## src/rtl/apb_arbiter_rr.sv

```systemverilog
// apb_arbiter_rr: arbitrates NUM_CH APB requesters onto one downstream request port.
// Ports:
//   clk, rstn                 clock, asynchronous active-low reset
//   cfg_timeout               REQ-phase timeout in cycles (0 disables)
//   cfg_fixed_prio            0 round-robin, 1 fixed priority (ch0 highest)
//   s_psel/s_penable/s_pwrite per-channel APB control
//   s_paddr/s_pwdata          packed per-channel address / write data
//   s_prdata                  shared read data
//   s_pready/s_pslverr        per-channel completion / error
//   req_sel/req_write/req_addr/req_wdata  downstream request
//   req_ready/req_rdata/req_err           downstream completion
//   busy, grant_id, timeout_evt           status
module apb_arbiter_rr #(
    parameter int NUM_CH     = 4,
    parameter int ADDR_WIDTH = 21,
    parameter int DATA_WIDTH = 16,
    parameter int TO_WIDTH   = 16
) (
    input  logic                         clk,
    input  logic                         rstn,
    input  logic [TO_WIDTH-1:0]          cfg_timeout,
    input  logic                         cfg_fixed_prio,
    input  logic [NUM_CH-1:0]            s_psel,
    input  logic [NUM_CH-1:0]            s_penable,
    input  logic [NUM_CH-1:0]            s_pwrite,
    input  logic [NUM_CH*ADDR_WIDTH-1:0] s_paddr,
    input  logic [NUM_CH*DATA_WIDTH-1:0] s_pwdata,
    output logic [DATA_WIDTH-1:0]        s_prdata,
    output logic [NUM_CH-1:0]            s_pready,
    output logic [NUM_CH-1:0]            s_pslverr,
    output logic                         req_sel,
    output logic                         req_write,
    output logic [ADDR_WIDTH-1:0]        req_addr,
    output logic [DATA_WIDTH-1:0]        req_wdata,
    input  logic                         req_ready,
    input  logic [DATA_WIDTH-1:0]        req_rdata,
    input  logic                         req_err,
    output logic                         busy,
    output logic [$clog2(NUM_CH)-1:0]    grant_id,
    output logic                         timeout_evt
);
    localparam int IW = $clog2(NUM_CH);

    typedef enum logic [1:0] {IDLE, REQ, RESP, ERR} state_t;

    state_t                state, state_n;
    logic [IW-1:0]         rr_ptr, rr_ptr_n, grant_n, win, idx;
    logic [TO_WIDTH-1:0]   to_cnt, to_cnt_n;
    logic                  fixed_q, fixed_n, found;
    logic [NUM_CH-1:0]     req_vec, pready_n, pslverr_n;
    logic                  sel_n, write_n, tevt_n;
    logic [ADDR_WIDTH-1:0] addr_n;
    logic [DATA_WIDTH-1:0] wdata_n, prdata_n;
    int                    base;

    assign req_vec = s_psel & s_penable;

    // Winner: first requester at or above the search base, wrapping; base is 0 in fixed mode.
    always_comb begin
        base  = cfg_fixed_prio ? 0 : int'(rr_ptr);
        win   = '0;
        idx   = '0;
        found = 1'b0;
        for (int k = 0; k < NUM_CH; k++) begin
            idx = IW'((base + k) % NUM_CH);
            if (!found && req_vec[idx]) begin
                found = 1'b1;
                win   = idx;
            end
        end
    end

    always_comb begin
        state_n   = state;
        rr_ptr_n  = rr_ptr;
        to_cnt_n  = to_cnt;
        fixed_n   = fixed_q;
        grant_n   = grant_id;
        sel_n     = 1'b0;
        write_n   = req_write;
        addr_n    = req_addr;
        wdata_n   = req_wdata;
        prdata_n  = s_prdata;
        pready_n  = '0;
        pslverr_n = '0;
        tevt_n    = 1'b0;
        case (state)
            IDLE: if (found) begin
                state_n  = REQ;
                grant_n  = win;
                sel_n    = 1'b1;
                write_n  = s_pwrite[win];
                addr_n   = s_paddr[win*ADDR_WIDTH +: ADDR_WIDTH];
                wdata_n  = s_pwdata[win*DATA_WIDTH +: DATA_WIDTH];
                to_cnt_n = TO_WIDTH'(1);
                // Mode is frozen per transfer so the pointer update matches the grant decision.
                fixed_n  = cfg_fixed_prio;
            end
            REQ: begin
                to_cnt_n = (to_cnt == '1) ? to_cnt : to_cnt + 1'b1;
                if (req_ready) begin
                    state_n             = RESP;
                    prdata_n            = req_rdata;
                    pready_n[grant_id]  = 1'b1;
                    pslverr_n[grant_id] = req_err;
                    to_cnt_n            = '0;
                end else if (cfg_timeout != '0 && to_cnt == cfg_timeout) begin
                    state_n             = ERR;
                    tevt_n              = 1'b1;
                    prdata_n            = '0;
                    pready_n[grant_id]  = 1'b1;
                    pslverr_n[grant_id] = 1'b1;
                    to_cnt_n            = '0;
                end else begin
                    sel_n = 1'b1;
                end
            end
            default: begin
                state_n  = IDLE;
                rr_ptr_n = fixed_q ? rr_ptr : IW'((int'(grant_id) + 1) % NUM_CH);
            end
        endcase
    end

    always_ff @(posedge clk or negedge rstn) begin
        if (!rstn) begin
            state       <= IDLE;
            rr_ptr      <= '0;
            to_cnt      <= '0;
            fixed_q     <= 1'b0;
            grant_id    <= '0;
            req_sel     <= 1'b0;
            req_write   <= 1'b0;
            req_addr    <= '0;
            req_wdata   <= '0;
            s_prdata    <= '0;
            s_pready    <= '0;
            s_pslverr   <= '0;
            timeout_evt <= 1'b0;
            busy        <= 1'b0;
        end else begin
            state       <= state_n;
            rr_ptr      <= rr_ptr_n;
            to_cnt      <= to_cnt_n;
            fixed_q     <= fixed_n;
            grant_id    <= grant_n;
            req_sel     <= sel_n;
            req_write   <= write_n;
            req_addr    <= addr_n;
            req_wdata   <= wdata_n;
            s_prdata    <= prdata_n;
            s_pready    <= pready_n;
            s_pslverr   <= pslverr_n;
            timeout_evt <= tevt_n;
            busy        <= (state_n != IDLE);
        end
    end
endmodule

```

## config.mk

```make
export PLATFORM = sky130hd
export DESIGN_NAME = apb_arbiter_rr
export DESIGN_NICKNAME = d
export VERILOG_FILES = /design/src/rtl/apb_arbiter_rr.sv
export SDC_FILE = /design/constraint.sdc
export NUM_CORES = 1
export LEC_CHECK = 0
export ABC_AREA = 0
export CAP_MARGIN = 10
export CORE_ASPECT_RATIO = 0.8
export CORE_MARGIN = 2
export CORE_UTILIZATION = 25
export DETAILED_ROUTE_END_ITERATION = 6
export HOLD_SLACK_MARGIN = 0.05
export MAX_ROUTING_LAYER = met4
export PLACE_DENSITY = 0.65
export SETUP_SLACK_MARGIN = 0.3
export SYNTH_ARGS = -nofsm -noshare
export SYNTH_HDL_FRONTEND = slang
export SYNTH_SLANG_ARGS = --single-unit
```

## constraint.sdc

```tcl
create_clock -name clk -period 2.2 [get_ports clk]
set_input_delay 0.22 -clock clk [delete_from_list [all_inputs] [get_ports clk]]
set_output_delay 0.22 -clock clk [all_outputs]
set_load 0.01 [all_outputs]
```

==> flow_summary_export.csv <==
group,metric,value,unit
floorplanning,rows,46,
clocking,clk_latency,350,ps
min_path,min_path_type,"in -> async",
power,power_leakage,3.95,nW
detailed_routing,vias,5397,
place,placed_area,8280,um^2
floorplanning,initial_core_util,25.5,%
clocking,cts_root_buf,"clkbuf_16",
global_route,grt_pass1_wl,29.5,mm
global_route,grt_max_degree,56,
timing,hold_viol,0,
global_route,grt_pass1_vias,5422,
detailed_routing,drt-wirelength-per-cell,18.6,um
critical_path,crit_arrival,2410,ps
detailed_routing,drc,0,
floorplanning,die_h,131,um
yosys,netlist_instances,510,
clocking,cts_buffer_depth,2,
yosys,synth.largest_area_cell,"dfrtp_1",
timing,period_share,99.4,%
yosys,synthesis.nets,712,
job,max_cap_viol_count,0,
timing,slew_headroom,66.3,%
critical_path,cp-start-kind,"flop",
power,p_per_area,999,nW/um^2
critical_path,crit_fanout,8,
floorplanning,core-area,19900,um^2
critical_path,reg2reg_slack,10,ps
critical_path,worst_setup_path_end_kind,"flop",
timing,finalCriticalPeriod,2190,ps
critical_path,cp_cell_sequence,"xnor2_4 -> or3_1 -> o211ai_1 -> buf_4 -> o2bb2ai_4 -> clkbuf_16 -> buf_12 -> buf_16 -> mux2i_1 -> o221ai_1",
timing,fmax,457,MHz
yosys,synth_seq_cells,88,
place,gp_congestion,0.830,
yosys,synth.distinct_cells,53,
global_route,grt_usage,17.9,%
timing,finalSetupViolations,0,
clocking,clk_pin_slew,70,ps
yosys,ys.flop_type,"dfrtp_1",
global_route,grt.overflow.total,0,
detailed_routing,viasPerCell,4.90,
critical_path,timing.rr.end,"req_addr[3]",
critical_path,path_class,"reg -> reg",
yosys,synthTopCellsByArea,"dfrtp_1, mux2i_1, o221ai_1",
yosys,syn_avg_cell_area,9.94,um^2
finish,nets,1035,
global_route,antenna_found_initial,0,
detailed_routing,drt-initial-drc-count,270,
timing,fin_skew,9.27,ps
detailed_routing,dr.pass1.iters,4,
floorplanning,fp.dieW,163,um
timing,slew_violations,0,
timing,rsz0062_at_grt,"yes",
clocking,htree_num_levels,3,
detailed_routing,routed_wl,20.5,mm
finish,area.growth.synth_to_final,90.6,%
yosys,yosysWarnings,0,
floorplanning,die_area,21400,um^2
critical_path,required,2420,ps
timing,tightest_slew,506,ps
clocking,cts_made_buffers,9,
critical_path,cp_num_buf_inv,4,
yosys,netlist_area,5070,um^2
timing,finalSetupTns,0,ps
global_route,gr-usage-met1,22.6,%
clocking,cts_sinks,88,
finish,fin_area,9670,um^2
place,hpwl,13.1,mm
global_route,gr-max-usage-layer,"met2",
clocking,cts_tree,"done",
yosys,async_flop_share,100,%
global_route,use_met3,5.43,%
place,io_buffers,263,
critical_path,max_stage_delay,460,ps
detailed_routing,postRouteAntennaNets,0,
yosys,synth_edf_count,0,
critical_path,cp_top_family,"buffers and inverters",
global_route,grt_use_met2,28.9,%
outcome,status,"finished clean",
floorplanning,top_level_ports,264,
finish,drive_above_1_share,22.2,%
critical_path,reg2regPathDepth,10,
critical_path,worst_path_max_delay_cell,"dfrtp_2",
power,worst_ir_drop_vdd,0.391,mV
yosys,synth_seq_area_share,43.4,%
finish,antenna_cells,0,
critical_path,reg2reg_from,"rr_ptr[1]",
yosys,synth_top_cell_area_share,43.4,%
-- cells in the mapped netlist, drive strengths merged, types with 2 or more instances --
library cell  instances
a21o                  3
and3                 10
dfrtp                88
ha                    5
a22o                 17
clkbuf               17
xnor2                 5
mux2                  3
a31oi                10
nor4                  7
mux2i                40
o31ai                 2
or3                   2
nor2b                 3
and4                  4
buf                  23
nand4                 5
a21oi                55
nand3                 7
o21ai                 7
xor2                 12
o221ai               38
a41oi                 3
nor3                  4
inv                   5
and2                  7
o21bai                2
nand2b                3
a21boi               38
nand2                61
nor2                 11
o211ai                2
-- report_power, final --
part	switching [mW]	total (mW)	internal, mW
Clock	0.759	1.56	0.805
Sequential	0.408	2.64	2.23
Combinational	2.32	5.46	3.14
Total	3.49	9.66	6.17
-- worst max-delay path by stage --
stage	start	slack, ps	endpoint	cells past startpoint
CTS	rr_ptr[1]	20	req_addr[3]	10
floorplan	to_cnt[0]	230	to_cnt[11]	6
finish	rr_ptr[1]	10	req_addr[3]	10
global placement	cfg_fixed_prio	-250	req_wdata[8]	8
detailed placement	cfg_fixed_prio	-320	req_addr[10]	8
global route	rr_ptr[1]	-90	req_wdata[6]	9
-- worst reg2reg max path, cell delays in order (launching register included) --
cell and delay (ps):
dfrtp_2 460, xnor2_4 150, or3_1 310, o211ai_1 90
buf_4 170, o2bb2ai_4 150, clkbuf_16 190, buf_12 120
buf_16 120, mux2i_1 190, o221ai_1 110
-- layer usage --
| metal | routed length [um] | part of all wire (%) |
|---|---|---|
| met4 | 273 | 1.3 |
| met2 | 9790 | 48 |
| met5 | 0 | 0 |
| met1 | 9210 | 45 |
| met3 | 1190 | 5.8 |
-- cell families (layout without fill, tap and decap cells) --
family | Yosys count | count (layout) | share of synthesized area, %
AOI/OAI and AO/OA | 186 | 187 | 26.8
xor gates and xnor gates | 17 | 17 | 2.94
adders and majority gates | 5 | 5 | 1.23
buffers and inverters | 45 | 372 | 4.76
DFF | 88 | 88 | 43.4
muxes | 43 | 43 | 8.56
and+or+nand+nor | 126 | 126 | 12.3
-- registers in the layout, summed over array words and instances, names as in the netlist --
signal / count
to_cnt: 16
timeout_evt: 1
fixed_q: 1
req_sel: 1
busy: 1
req_write: 1
state: 2
s_pready: 4
s_pslverr: 4
req_addr: 21
req_wdata: 16
s_prdata: 16
rr_ptr: 2
grant_id: 2
-- stage by stage --
step	cells	utilization, %	power, mW	setup WS (ps)	hold WS, ps
2_1_floorplan	510	-	4.76	233	-75.6
5_1_grt	1102	48.7	10.3	-88.5	416
4_1_cts	1085	45.6	9.17	21.3	415
3_5_place_dp	1044	41.7	6.99	-323	234
3_3_place_gp	1044	41.7	6.93	-248	222
6_report	1102	48.7	9.66	12.2	368
-- layout make-up --
| class | instances | area (um^2) |
|---|---|---|
| fill | 1827 | 10200 |
| timing repair buffer | 351 | 3770 |
| multi-input combinational | 378 | 3040 |
| sequential | 88 | 2210 |
| tap | 264 | 330 |
| clock buffer | 9 | 225 |
| clock inverter | 7 | 75.1 |
| inverter | 5 | 18.8 |
-- layout by cell type, fill, tap and decap left out, types with 6 or more instances in the layout --
master	instances
nand2_1	60
xor2_1	12
dfrtp_1	83
clkdlybuf4s50_1	261
nand3_1	6
and3_1	8
and2_1	6
mux2i_1	34
o221ai_1	35
a21boi_2	12
buf_12	11
nor4_1	7
clkbuf_16	19
a21oi_2	20
nor2_1	10
a31oi_1	9
a21boi_0	16
buf_6	16
a21boi_1	10
a21oi_1	32
a22o_1	16
buf_4	44
-- repair_timing --
item	4_1_cts	5_1_grt
pin swaps	21	55
hold buffers	1	0
buffers inserted	17	6
cloned	7	11
endpoints found under the hold margin	33	0
resized for setup	56	87
setup endpoints to repair	53	79
No activity file was read; power rests on OpenSTA's default activity.
